`config.mk`:
```
export PLATFORM = sky130hd
export DESIGN_NAME = median7_frame_ctrl
export DESIGN_NICKNAME = d
export VERILOG_FILES = /design/src/rtl/median_ctrl_pkg.sv /design/src/rtl/median_credit_cnt.sv /design/src/rtl/median7_frame_ctrl.sv
export SDC_FILE = /design/constraint.sdc
export NUM_CORES = 1
export LEC_CHECK = 0
export BUFFER_PORTS_ARGS = -buffer_cell sky130_fd_sc_hd__buf_2
export CORE_UTILIZATION = 60
export CTS_BUF_LIST = sky130_fd_sc_hd__clkbuf_16
export DETAILED_ROUTE_END_ITERATION = 7
export GPL_ROUTABILITY_DRIVEN = 1
export PLACE_DENSITY = 0.79
export SLEW_MARGIN = 20
export SYNTH_ARGS = -nofsm -noshare
export SYNTH_HDL_FRONTEND = slang
export SYNTH_SLANG_ARGS = --single-unit
```
`constraint.sdc`:
```
create_clock -name clk -period 4.15 [get_ports clk]
set_input_delay 0.415 -clock clk [delete_from_list [all_inputs] [get_ports clk]]
set_output_delay 0.415 -clock clk [all_outputs]
set_load 0.05 [all_outputs]
```
`src/rtl/median_ctrl_pkg.sv`:
```
// Shared types and constants for the median-filter frame controllers.
// Holds the sequencer state encoding, kernel geometry and a coordinate
// width helper that the 3x3/5x5/7x7 variants all use.
package median_ctrl_pkg;

   typedef enum logic [1:0] {
      IDLE  = 2'd0,
      RUN   = 2'd1,
      DRAIN = 2'd2,
      DONE  = 2'd3
   } ctrl_state_e;

   localparam int unsigned KSIZE = 7;
   localparam int unsigned KHALF = 3;

   // Bits needed to hold a coordinate in [0, n-1]; never narrower than 1.
   function automatic int unsigned coord_w(input int unsigned n);
      return (n > 1) ? $clog2(n) : 1;
   endfunction

endpackage

```
`src/rtl/median_credit_cnt.sv`:
```
// Up/down saturating counter with simultaneous increment/decrement.
// Ports:
//   clk, rst_n : clock, asynchronous active-low reset (loads INIT_VAL)
//   inc_i      : count up by one
//   dec_i      : count down by one (inc_i && dec_i leaves the count unchanged)
//   cnt_o      : current count, registered
//   err_c_o    : combinational; an inc at MAX_VAL or a dec at 0 was ignored
module median_credit_cnt #(
   parameter int unsigned MAX_VAL  = 16,
   parameter int unsigned INIT_VAL = 16,
   localparam int unsigned CNT_W   = $clog2(MAX_VAL + 1)
) (
   input  logic             clk,
   input  logic             rst_n,
   input  logic             inc_i,
   input  logic             dec_i,
   output logic [CNT_W-1:0] cnt_o,
   output logic             err_c_o
);

   localparam logic [CNT_W-1:0] MAX_C  = CNT_W'(MAX_VAL);
   localparam logic [CNT_W-1:0] INIT_C = CNT_W'(INIT_VAL);

   logic [CNT_W-1:0] cnt_q;
   logic [CNT_W-1:0] cnt_d;

   // Next count; an out-of-range step is dropped and flagged.
   always_comb begin
      cnt_d   = cnt_q;
      err_c_o = 1'b0;
      if (inc_i && !dec_i) begin
         if (cnt_q == MAX_C) begin
            err_c_o = 1'b1;
         end else begin
            cnt_d = cnt_q + CNT_W'(1);
         end
      end else if (dec_i && !inc_i) begin
         if (cnt_q == '0) begin
            err_c_o = 1'b1;
         end else begin
            cnt_d = cnt_q - CNT_W'(1);
         end
      end
   end

   always_ff @(posedge clk or negedge rst_n) begin
      if (!rst_n) begin
         cnt_q <= INIT_C;
      end else begin
         cnt_q <= cnt_d;
      end
   end

   assign cnt_o = cnt_q;

endmodule

```
`src/rtl/median7_frame_ctrl.sv`:
```
// Frame sequencer for the 7x7 median datapath: counts raster pixels, issues
// a window to the sorter for every pixel that completes a 7x7 neighbourhood,
// and holds off input when downstream result storage has no free entry.
// Ports:
//   clk, rst              : clock, asynchronous active-low reset
//   in_valid/in_sof       : pixel beat and first-pixel-of-frame qualifier
//   in_ready              : combinational accept (state and credits only)
//   win_valid/row/col     : registered window issue pulse and centre coordinate
//   res_done              : one result left the sorter
//   fifo_pop              : downstream freed one result entry
//   busy                  : sequencer not idle
//   frame_done            : one-cycle pulse once the last result has returned
//   err_sof, err_ovf      : sticky protocol errors, cleared only by reset
module median7_frame_ctrl
   import median_ctrl_pkg::*;
#(
   parameter int unsigned IMG_W        = 640,
   parameter int unsigned IMG_H        = 480,
   parameter int unsigned OUT_DEPTH    = 16,
   parameter int unsigned MAX_INFLIGHT = 32
) (
   input  logic                        clk,
   input  logic                        rst,
   input  logic                        in_valid,
   input  logic                        in_sof,
   output logic                        in_ready,
   output logic                        win_valid,
   output logic [coord_w(IMG_H)-1:0]   win_row,
   output logic [coord_w(IMG_W)-1:0]   win_col,
   input  logic                        res_done,
   input  logic                        fifo_pop,
   output logic                        busy,
   output logic                        frame_done,
   output logic                        err_sof,
   output logic                        err_ovf
);

   localparam int unsigned ROW_W  = coord_w(IMG_H);
   localparam int unsigned COL_W  = coord_w(IMG_W);
   localparam int unsigned CRED_W = $clog2(OUT_DEPTH + 1);
   localparam int unsigned INFL_W = $clog2(MAX_INFLIGHT + 1);

   localparam logic [ROW_W-1:0] LAST_ROW = ROW_W'(IMG_H - 1);
   localparam logic [COL_W-1:0] LAST_COL = COL_W'(IMG_W - 1);
   localparam logic [ROW_W-1:0] WIN_ROW0 = ROW_W'(KSIZE - 1);
   localparam logic [COL_W-1:0] WIN_COL0 = COL_W'(KSIZE - 1);

   ctrl_state_e       state_q, state_d;
   logic [ROW_W-1:0]  row_q, row_d;
   logic [COL_W-1:0]  col_q, col_d;
   logic              win_valid_q;
   logic [ROW_W-1:0]  win_row_q;
   logic [COL_W-1:0]  win_col_q;
   logic              frame_done_q;
   logic              err_sof_q;
   logic              err_ovf_q;

   logic              accept_c;
   logic              win_hit_c;
   logic              sof_err_c;
   logic              frame_end_c;

   logic [CRED_W-1:0] credits;
   logic [INFL_W-1:0] inflight;
   logic              cred_err_c;
   logic              infl_err_c;

   // Output-buffer credits: one consumed per issued window, returned per pop.
   median_credit_cnt #(
      .MAX_VAL  (OUT_DEPTH),
      .INIT_VAL (OUT_DEPTH)
   ) u_credits (
      .clk     (clk),
      .rst_n   (rst),
      .inc_i   (fifo_pop),
      .dec_i   (win_hit_c),
      .cnt_o   (credits),
      .err_c_o (cred_err_c)
   );

   // Results inside the sorter pipeline.
   median_credit_cnt #(
      .MAX_VAL  (MAX_INFLIGHT),
      .INIT_VAL (0)
   ) u_inflight (
      .clk     (clk),
      .rst_n   (rst),
      .inc_i   (win_valid_q),
      .dec_i   (res_done),
      .cnt_o   (inflight),
      .err_c_o (infl_err_c)
   );

   // Gated by rst so the stream is never acknowledged while held in reset.
   assign in_ready = rst && (credits != '0) && ((state_q == IDLE) || (state_q == RUN));
   assign accept_c = in_valid && in_ready;

   // Next-state, raster position and window decode.
   always_comb begin
      state_d     = state_q;
      row_d       = row_q;
      col_d       = col_q;
      win_hit_c   = 1'b0;
      sof_err_c   = 1'b0;
      frame_end_c = 1'b0;
      unique case (state_q)
         IDLE: begin
            // Beats before start-of-frame are swallowed; the sof beat is (0,0).
            if (accept_c && in_sof) begin
               state_d = RUN;
               row_d   = '0;
               col_d   = COL_W'(1);
            end
         end
         RUN: begin
            if (accept_c) begin
               if (in_sof) begin
                  sof_err_c = 1'b1;
                  row_d     = '0;
                  col_d     = COL_W'(1);
               end else begin
                  win_hit_c = (row_q >= WIN_ROW0) && (col_q >= WIN_COL0);
                  if (col_q == LAST_COL) begin
                     col_d = '0;
                     if (row_q == LAST_ROW) begin
                        state_d = DRAIN;
                     end else begin
                        row_d = row_q + ROW_W'(1);
                     end
                  end else begin
                     col_d = col_q + COL_W'(1);
                  end
               end
            end
         end
         DRAIN: begin
            // A window issued on the final pixel is still in win_valid_q.
            if ((inflight == '0) && !win_valid_q) begin
               state_d     = DONE;
               frame_end_c = 1'b1;
            end
         end
         DONE: begin
            state_d = IDLE;
         end
         default: begin
            state_d = IDLE;
         end
      endcase
   end

   always_ff @(posedge clk or negedge rst) begin
      if (!rst) begin
         state_q      <= IDLE;
         row_q        <= '0;
         col_q        <= '0;
         win_valid_q  <= 1'b0;
         win_row_q    <= '0;
         win_col_q    <= '0;
         frame_done_q <= 1'b0;
         err_sof_q    <= 1'b0;
         err_ovf_q    <= 1'b0;
      end else begin
         state_q      <= state_d;
         row_q        <= row_d;
         col_q        <= col_d;
         win_valid_q  <= win_hit_c;
         frame_done_q <= frame_end_c;
         if (win_hit_c) begin
            win_row_q <= row_q - ROW_W'(KHALF);
            win_col_q <= col_q - COL_W'(KHALF);
         end
         if (sof_err_c) begin
            err_sof_q <= 1'b1;
         end
         if (cred_err_c || infl_err_c) begin
            err_ovf_q <= 1'b1;
         end
      end
   end

   assign win_valid  = win_valid_q;
   assign win_row    = win_row_q;
   assign win_col    = win_col_q;
   assign busy       = (state_q != IDLE);
   assign frame_done = frame_done_q;
   assign err_sof    = err_sof_q;
   assign err_ovf    = err_ovf_q;

endmodule

```
* After elaboration in Yosys (flattened, before gate mapping)
Index checks and enable logic that the tools add are counted.
Operators by class: equal/unequal tests 19, mux-type cells 42, multipliers 0, add/sub/neg operators 8, reductions and logical operators 29, div/mod/pow operators 0, bitwise gates (word level) 0, order comparisons 2, shifts and indexed selects 0
Operators with widths (count):
- $mux 9 | 5
- $mux 10 | 4
- $mux 6 | 4
- $mux 5 | 4
- $pmux 10 s2 | 1
- $pmux 9 s2 | 1
- $mux 1 | 16
- $mux 2 | 6
- $add 10x1->10 const B | 1
- $eq 10x10->1 const B | 1
- $ge 10x3->1 const B | 1
- $logic_and 1x1->1 | 10
- $ne 2x1->1 const B | 5
- $ne 2x2->1 const B | 5
- $sub 10x2->10 const B | 1
- $add 9x1->9 const B | 1
- $eq 9x9->1 const B | 1
- $ge 9x3->1 const B | 1
- $reduce_and 3->1 | 3
- $sub 9x2->9 const B | 1
- $pmux 2 s4 | 1
- $reduce_bool 2->1 | 4
- $add 6x1->6 const B | 1
- $eq 6x6->1 const B | 1
- 16 further kinds | 21
Word-level totals: input port bits 6, output and inout bits 25, memories 0, RAM bits 0, bits in registers 55, memory bits (read-only) 0, bits in latches 0, logic and storage cells 111

* Logic depth before layout (Yosys ltp)
Gate-level depths: netlist (run 1).
word-level depth 10, gate-level depth with buffers 15, depth with buffers taken out 13

* By module
A second synthesis (run 1) with hierarchy kept.
Second synthesis, totals: cells, all modules 351, area, all modules 3458.3 um2
By module, submodules not included:
- median7_frame_ctrl | cells an instance 265, times used 1, area each 2573.7 um2, seq. area each 1101.1 um2
- median_credit_cnt (u_inflight) | cells an instance 46, times used 1, area each 475.5 um2, seq. area each 150.1 um2
- median_credit_cnt (u_credits) | cells an instance 40, times used 1, area each 409.1 um2, seq. area each 126.4 um2

* Least setup slack after synthesis (run 1)
Ideal clock, no wire load.
kind flip-flop to flip-flop, start register state_q[1], end register u_credits.cnt_q[4], in the netlist u_credits.cnt_o[4], path buffers 1, period minus slack after synthesis 2845 ps, data required time 4065 ps, cell stages (with the launch flop) 13, arrival time 2760 ps, setup time 85 ps, slack 1305 ps, cells stage by stage dfrtp_1 inv_1 ha_1 nand2_1 or4_4 buf_6 nand2_1 ha_1 nor2b_1 o21ai_0 nand2b_1 or4_1 o221ai_1
Between the ends: cells in the longest elaborated chain, start to end 10, elaborated cells between the ends (all ways) 15, classes of those cells 3 x eq/ne; 3 x mux; 9 x reduce/logical
Ends and longest elaborated chain:
- from (decl) | RTL line median7_frame_ctrl.sv:48 | ctrl_state_e state_q, state_d;
- from (signal assigned) | RTL line median7_frame_ctrl.sv:164 | state_q <= state_d;
- $eq 2x1->1 or $logic_not 2->1 (tied branches) | RTL line median7_frame_ctrl.sv:95, median7_frame_ctrl.sv:106
- $logic_or 1x1->1 | RTL line median7_frame_ctrl.sv:95 | assign in_ready = rst && (credits != '0) && ((state_q == IDLE) || (state_q == RUN));
- $logic_and 1x1->1 | RTL line median7_frame_ctrl.sv:95
- $logic_and 1x1->1 | RTL line median7_frame_ctrl.sv:96 | assign accept_c = in_valid && in_ready;
- $mux 1 | RTL line median7_frame_ctrl.sv:116 | if (accept_c) begin
- $mux 1 * | RTL line median7_frame_ctrl.sv:106 | unique case (state_q)
- $logic_not 1->1 | RTL line median_credit_cnt.sv:31 | if (inc_i && !dec_i) begin
- $logic_and 1x1->1 | RTL line median_credit_cnt.sv:31
- $ne 2x2->1 (no line) (tied with other cells)
- $reduce_and 3->1 (no line)
- to (signal assigned) | RTL line median_credit_cnt.sv:50 | cnt_q <= cnt_d;
- to (decl) | RTL line median_credit_cnt.sv:24 | logic [CNT_W-1:0] cnt_q;
Every way passes the cells marked *; elsewhere a longest branch is shown, timed or not. A chain may end at the register's enable or synchronous reset.

* Worst setup path after layout (run 1)
Same ends and word-level chain as after synthesis.

==> metrics.csv, run 1 <==
metric,value,unit
r2r startpoint,state_q[1]$_DFFE_PN0P_,
Mapped Area,0.00328,mm^2
status,completed,
Die Y,75.9,um
crit-path cells,inv_1 -> ha_1 -> nand2_1 -> or4_4 -> nand2_1 -> ha_1 -> nor2b_1 -> o21ai_0 -> nand2b_1 -> or4_1 -> o221ai_1,
Clock Skew,0.00355,ns
Worst-Skew Late Latency,0.29,ns
Worst EP required,4.36,ns
full die area,0.00577,mm^2
RR Endpoint,u_credits.cnt_o[4]$_DFFE_PN1P_,
all-layer global routing usage,25.3,%
Die X-Extent,75.9,um
Starting Density,63.4,%
Worst VDD drop,0.000346,V
clock buffer count from CTS,5,
"critical path fanouts, max",46,
Seq pwr share,44.3,%
P&R area growth vs syn,9.00,%
clk sinks,55,
crit-path max cell delay,0.82,ns
Int Power,1.07,mW
clock buffer depth,2,
cts hold-fix bufs,0,
max cap viols,0,
final setup fails,0,
DRT antenna net count,0,
vias in the first global route,2599,
R2R setup slack,0.81,ns
post_cts resized,0,
Fin. Hold Viols,0,
syn_nets,376,
routed wire length,6730,um
clock transition at the registers of the reported paths,0.07,ns
initial antenna violation count,0,
Tmin final,3.34,ns
CP Data Arrival Time,3.55,ns
Startpoint Class,flop,
fmax,299,MHz
largest net degree at the start of global routing,59,
Core ar.,0.00517,mm^2
gr ovfl total,0,
CTS tree,yes,
PwrDens,453,mW/mm^2
wire length per cell,15.2,um
layout cells sized above 1,14.5,%
Ys Warns,0,
starting DRC count in detailed routing,189,
top-area cell type share of the netlist area,41.2,%
Critical-path top delay cell,or4_4,
CP Class,flop to flop,
main flop type after synthesis,dfrtp_1,
switch share,34.1,%
fin. max-slew vios,0,
total negative slack,0,ns
drt pass-1 iters,5,
post-CTS setup buffers,0,
Slew @ Worst Pin,0.751,ns
sequential share of the synthesized area,42.0,%
"Power, Total",1.62,mW
clock share of power,24.7,%
DP HPWL,4680,um
io pins,31,
RSZ-0062 raised after global routing,false,
ranking of synthesized cells by area,"dfrtp_1, o21ai_0, ha_1",
DRC errors left,0,
global-route wire length before repair,11800,um
Root Buffer,clkbuf_16,
Yosys cell types,56,
Crit. End Element,flop,
row cnt,26,
Tcrit/Tclk final,80.6,%
Yosys top cell by area,dfrtp_1,
syn_area_per_cell,9.26,um^2
synthesis-stage register bit count,55,
Leak,1.67,nW
Sw Pwr,553,uW
Post-synth ARST share,100,%
slew margin rel.,49.9,%
final net count,394,
number of diodes,0,
Post-Synthesis Cells,354,
Worst R2R Path Depth,11,
Comb pwr share,31.0,%
CTS H-tree depth,2,
Via-to-Cell Ratio,6.01,
IO Port Bufs,30,
Min-Delay Path Class,input pin to async pin,
via count,2662,
Placer Congestion,0.854,
Post-synth EDFFs,0,
==> flip-flops by register name, indices dropped and copies added, names as in the netlist <==
| register | cells |
|---|---|
| u_credits.cnt_o | 5 |
| win_col | 10 |
| win_row | 9 |
| row_q | 9 |
| frame_done | 1 |
| state_q | 2 |
| win_valid | 1 |
| u_inflight.cnt_o | 6 |
| err_sof | 1 |
| col_q | 10 |
| err_ovf | 1 |
==> how the worst max path moves through the flow <==
stage                                       from                              to  slack (ns)
final                     state_q[1]$_DFFE_PN0P_  u_credits.cnt_o[4]$_DFFE_PN1P_        0.81
after CTS                 state_q[1]$_DFFE_PN0P_  u_credits.cnt_o[4]$_DFFE_PN1P_        0.81
after detailed placement  state_q[1]$_DFFE_PN0P_  u_credits.cnt_o[4]$_DFFE_PN1P_        0.83
after floorplan           state_q[1]$_DFFE_PN0P_  u_credits.cnt_o[4]$_DFFE_PN1P_        1.31
after global placement    state_q[1]$_DFFE_PN0P_  u_credits.cnt_o[4]$_DFFE_PN1P_        0.96
after global routing      state_q[1]$_DFFE_PN0P_  u_credits.cnt_o[4]$_DFFE_PN1P_        0.63
==> power by group through the flow <==
stage,Combinational (mW),Clock (mW),Sequential (mW)
floorplan,0.403,0,0.709
global placement,0.485,0,0.721
detailed placement,0.500,0,0.726
CTS,0.505,0.407,0.715
global route,0.567,0.429,0.733
finish,0.503,0.400,0.718
==> through the flow <==
step | hold slack [ns] | util, % | cells | worst slack [ns] | area [um^2]
floorplan | 0.119 | - | 354 | 1.31 | 3280
global placement | 0.460 | 66.4 | 435 | 0.960 | 3440
detailed placement | 0.455 | 66.4 | 435 | 0.833 | 3440
CTS | 0.362 | 69.1 | 443 | 0.814 | 3570
global route | 0.404 | 69.1 | 443 | 0.628 | 3570
finish | 0.308 | 69.1 | 443 | 0.806 | 3570
==> cell families after synthesis <==
logic type / after synthesis / share of synthesized area (%)
flops: 55 / 42.0
fa+ha+maj: 16 / 6.56
compound gates: 86 / 16.9
xor+xnor: 26 / 6.94
mux: 10 / 3.28
buf+inv: 35 / 4.62
simple gates: 126 / 19.7
==> critical path, delay by kind of cell, from the launching register on <==
kind | cells | cell delay (ns)
simple gates | 6 | 2.00
fa+ha+maj | 2 | 0.56
flops | 1 | 0.39
compound gates | 2 | 0.22
buf+inv | 1 | 0.09
==> layout make-up <==
type / count / area, um^2
Tap cell: 70 / 87.6
Multi-Input combinational cell: 264 / 1750
Fill cell: 401 / 1600
Inverter: 13 / 48.8
Clock inverter: 3 / 12.5
Timing Repair Buffer: 33 / 173
Clock buffer: 5 / 125
Sequential cell: 55 / 1380
==> synthesized netlist by cell type (2+ instances only) <==
library cell  number
o41ai_1            2
a21o_1             7
nor4_1             6
a21oi_1           10
nand4_1            3
nand2b_1           5
mux2i_1            4
nor3_1             8
a211oi_1           2
xor2_1            10
o2111ai_1          2
xnor2_1           16
fa_1               2
or4_1              6
nand3_1           14
nor3b_1            2
mux2_2             5
clkbuf_1          11
nor4b_1            2
and3_1             6
dfrtp_1           54
inv_1             12
o31ai_1            8
nor2_1            18
ha_1              14
nor2b_1            3
buf_2             10
a31oi_1            2
or3_1              3
o21ai_0           39
nand2_1           43
==> routing by layer <==
metal	GRT usage (%)	up-vias	routed length (um)
met3	4.10	10	284
met4	8.46	0	80
met2	42.7	79	3290
li1	-	1295	-
met1	33.3	1278	3080
met5	0	-	0
==> placed cells by master (no fill, tap or decap), types with 5 or more instances in the layout <==
cell type | Yosys | final
a21oi_1 | 10 | 10
mux2_2 | 5 | 5
a21o_1 | 7 | 7
nand3_1 | 14 | 14
o31ai_1 | 8 | 8
nand2_1 | 43 | 43
dfrtp_1 | 54 | 54
xnor2_1 | 16 | 16
nand2b_1 | 5 | 5
nor3_1 | 8 | 8
o21ai_0 | 39 | 39
clkbuf_16 | 0 | 5
inv_1 | 12 | 14
buf_2 | 10 | 30
xor2_1 | 10 | 10
ha_1 | 14 | 14
or4_1 | 6 | 6
nor4_1 | 6 | 6
and3_1 | 6 | 6
nor2_1 | 18 | 18
Note: power is estimated with default switching activity, not from simulation.
==> run 2, diff against run 1 <==
--- a/config.mk
+++ b/config.mk
@@ -5,12 +5,13 @@
 export SDC_FILE = /design/constraint.sdc
 export NUM_CORES = 1
 export LEC_CHECK = 0
+export ABC_AREA = 1
 export BUFFER_PORTS_ARGS = -buffer_cell sky130_fd_sc_hd__buf_2
-export CORE_UTILIZATION = 60
+export CORE_UTILIZATION = 59
 export CTS_BUF_LIST = sky130_fd_sc_hd__clkbuf_16
 export DETAILED_ROUTE_END_ITERATION = 7
 export GPL_ROUTABILITY_DRIVEN = 1
-export PLACE_DENSITY = 0.79
+export PLACE_DENSITY = 0.77
 export SLEW_MARGIN = 20
 export SYNTH_ARGS = -nofsm -noshare
 export SYNTH_HDL_FRONTEND = slang
==> constraint.sdc (replaced) <==
create_clock -name clk -period 3.2 [get_ports clk]
set_input_delay 0.32 -clock clk [delete_from_list [all_inputs] [get_ports clk]]
set_output_delay 0.32 -clock clk [all_outputs]
set_load 0.05 [all_outputs]
==> run 2 against run 1 <==
Via count is 5.1% higher. Highest routed layer unchanged. Global-route usage is 1.8 points higher. Largest power group is now combinational cells. Non-clock buffer count did not move. Critical path type unchanged. Maximum frequency increased by 29%. Final area grew 2.8%.
==> metrics.csv, run 2 <==
metric,value,unit,change
GR Layer Usage met1,37.3,%,+4.1 points
Leak,1.84,nW,+10%
layout cells sized above 1,15.5,%,+0.99 points
Ys Warns,0,,unchanged
CP Data Arrival Time,2.84,ns,-0.71 ns
Slew @ Worst Pin,0.695,ns,-0.0562 ns
"most common cell after layout, fill and taps aside",nand2_1,,
cts hold-fix bufs,0,,unchanged
total negative slack,0,ns,unchanged
CTS H-tree depth,2,,unchanged
syn_area_per_cell,7.90,um^2,-15%
starting DRC count in detailed routing,208,,+10%
post-CTS setup buffers,0,,unchanged
Final Worst Setup Slack,0.603,ns,-0.203 ns
IO Port Bufs,30,,unchanged
PwrDens,734,mW/mm^2,+62%
final setup fails,0,,unchanged
P&R area growth vs syn,11.8,%,
Worst-Skew Late Latency,0.30,ns,about the same
CP Class,flop to flop,,
synthesis-stage register bit count,55,,unchanged
fin. max-slew vios,0,,unchanged
io pins,31,,unchanged
post_cts resized,0,,unchanged
Die Y,76.6,um,+0.90%
max cap viols,0,,unchanged
most crowded layer after global routing,met2,,
"critical path fanouts, max",6,,-87%
clk sinks,55,,unchanged
via count,2798,,+5.1%
final net count,467,,+19%
RSZ-0062 raised after global routing,false,,
top-area cell type share of the netlist area,41.1,%,-0.063 points
Crit. End Element,flop,,
Clock Skew,0.00500,ns,+0.00145 ns
slew margin rel.,53.7,%,+3.7 points
Fin. Hold Viols,0,,unchanged
syn_nets,438,,+16%
Tcrit/Tclk final,81.1,%,+0.58 points
clock buffer count from CTS,5,,unchanged
Core ar.,0.00524,mm^2,+1.3%
number of diodes,0,,unchanged
row cnt,26,,unchanged
Post-Synthesis Cells,416,,+18%
main flop type after synthesis,dfrtp_1,,
GRT met2 Usage,44.1,%,+1.3 points
worst hold slack,0.179,ns,-0.129 ns
Die X-Extent,76.6,um,+0.90%
Sequential Area,0.00138,mm^2,unchanged
global-route wire length before repair,12700,um,+7.0%
dpl ws,0.636,ns,-0.198 ns
Min-Delay Path Class,input pin to async pin,,
met3 Usage GRT,4.67,%,+0.57 points
Post-synth EDFFs,0,,unchanged
full die area,0.00587,mm^2,+1.8%
DRC errors left,0,,unchanged
Startpoint Class,flop,,
drt pass-1 iters,4,,-1
clock transition at the registers of the reported paths,0.07,ns,about the same
sequential share of the synthesized area,41.9,%,-0.064 points
DRT antenna net count,0,,unchanged
Placer Congestion,0.852,,-0.14%
gr ovfl total,0,,unchanged
multi-input logic area,0.00167,mm^2,-4.7%
fmax,385,MHz,+29%
Post-synth ARST share,100,%,unchanged
status,completed,,
ranking of synthesized cells by area,"dfrtp_1, nand2_1, ha_1",,
DP HPWL,5120,um,+9.4%
CTS tree,yes,,
most frequent cell after synthesis,nand2_1,,
final core occ,70.1,%,+1.0 points
Via-to-Cell Ratio,5.42,,-9.8%
Root Buffer,clkbuf_16,,
commonest cells in the netlist,"nand2_1, dfrtp_1, nor2_1",,
initial antenna violation count,0,,unchanged
routed wire length,7130,um,+5.9%
Tmin final,2.60,ns,-0.747 ns
Mapped Area,0.00328,mm^2,+0.15%
"Power, Total",2.70,mW,+66%
Worst EP required,3.44,ns,-0.92 ns
largest net degree at the start of global routing,56,,-5.1%
all-layer global routing usage,27.1,%,+1.8 points
vias in the first global route,2733,,+5.2%
# fillers,429,,+7.0%
Worst VDD drop,0.000469,V,+36%
clock buffer depth,2,,unchanged
Yosys top cell by area,dfrtp_1,,
"commonest non-fill, non-tap cells in the layout","nand2_1, dfrtp_1, nor2_1",,
Yosys cell types,37,,-34%
Starting Density,62.7,%,-0.69 points
wire length per cell,13.8,um,-9.1%
## run 2: metal layers
layer	routed length [um]	up-vias	part of all wire, %
li1	-	1422	-
met4	99	0	1.4
met5	0	-	0
met2	3370	51	47
met1	3430	1318	48
met3	225	7	3.2
## run 2: area by class of cell
type | count | share of cell area [%]
sequential | 55 | 37.5
clock inverter | 3 | 1.84
multi-input combinational | 304 | 45.4
tap | 70 | 2.38
clock buffer | 5 | 3.41
timing repair buffer | 33 | 4.70
inverter | 46 | 4.77
## run 2: final timing paths
path,startpoint,endpoint,slack (ns),depth (start not counted)
min in group clk,res_done,err_ovf$_DFFE_PN0P_,0.35,3
worst max register to register,state_q[1]$_DFFE_PN0P_,u_credits.cnt_o[4]$_DFFE_PN1P_,0.60,16
max in group asynchronous,rst,win_valid$_DFF_PN0_,2.55,2
worst min-delay path,rst,u_inflight.cnt_o[2]$_DFFE_PN0P_,0.18,2
worst min register to register,u_credits.cnt_o[4]$_DFFE_PN1P_,u_credits.cnt_o[4]$_DFFE_PN1P_,0.48,2
worst max-delay path,state_q[1]$_DFFE_PN0P_,u_credits.cnt_o[4]$_DFFE_PN1P_,0.60,16
## run 2: kinds of logic after synthesis
family          count (synthesis)  synth area share [%]
simple gates                  204                  27.7
compound gates                 65                  11.4
buf+inv                        57                  7.28
flops                          55                  41.9
xor+xnor                       19                  5.07
fa+ha+maj                      16                  6.55
## run 2: critical path, stage by stage (launching register included)
cell	delay [ns]
dfrtp_1	0.40
inv_1	0.10
ha_1	0.25
inv_1	0.09
nor2_2	0.14
inv_1	0.10
nor2_1	0.19
nand2_2	0.08
nand2_1	0.19
ha_1	0.29
inv_1	0.09
o21bai_1	0.08
a31oi_1	0.19
nand3_1	0.13
nand3_1	0.12
nand2_1	0.05
nand2_1	0.05
## run 2: where the power goes
part | internal, mW | leakage, nW | switching, mW
Clock | 0.448 | 0.0900 | 0.255
Sequential | 0.820 | 0.729 | 0.123
Combinational | 0.344 | 1.02 | 0.706
Total | 1.61 | 1.84 | 1.08
## run 2: per-stage QoR
stage	cell area, um^2	instances
6_report	3670	516
5_1_grt	3670	516
4_1_cts	3670	516
3_5_place_dp	3480	508
3_3_place_gp	3480	508
2_1_floorplan	3280	416
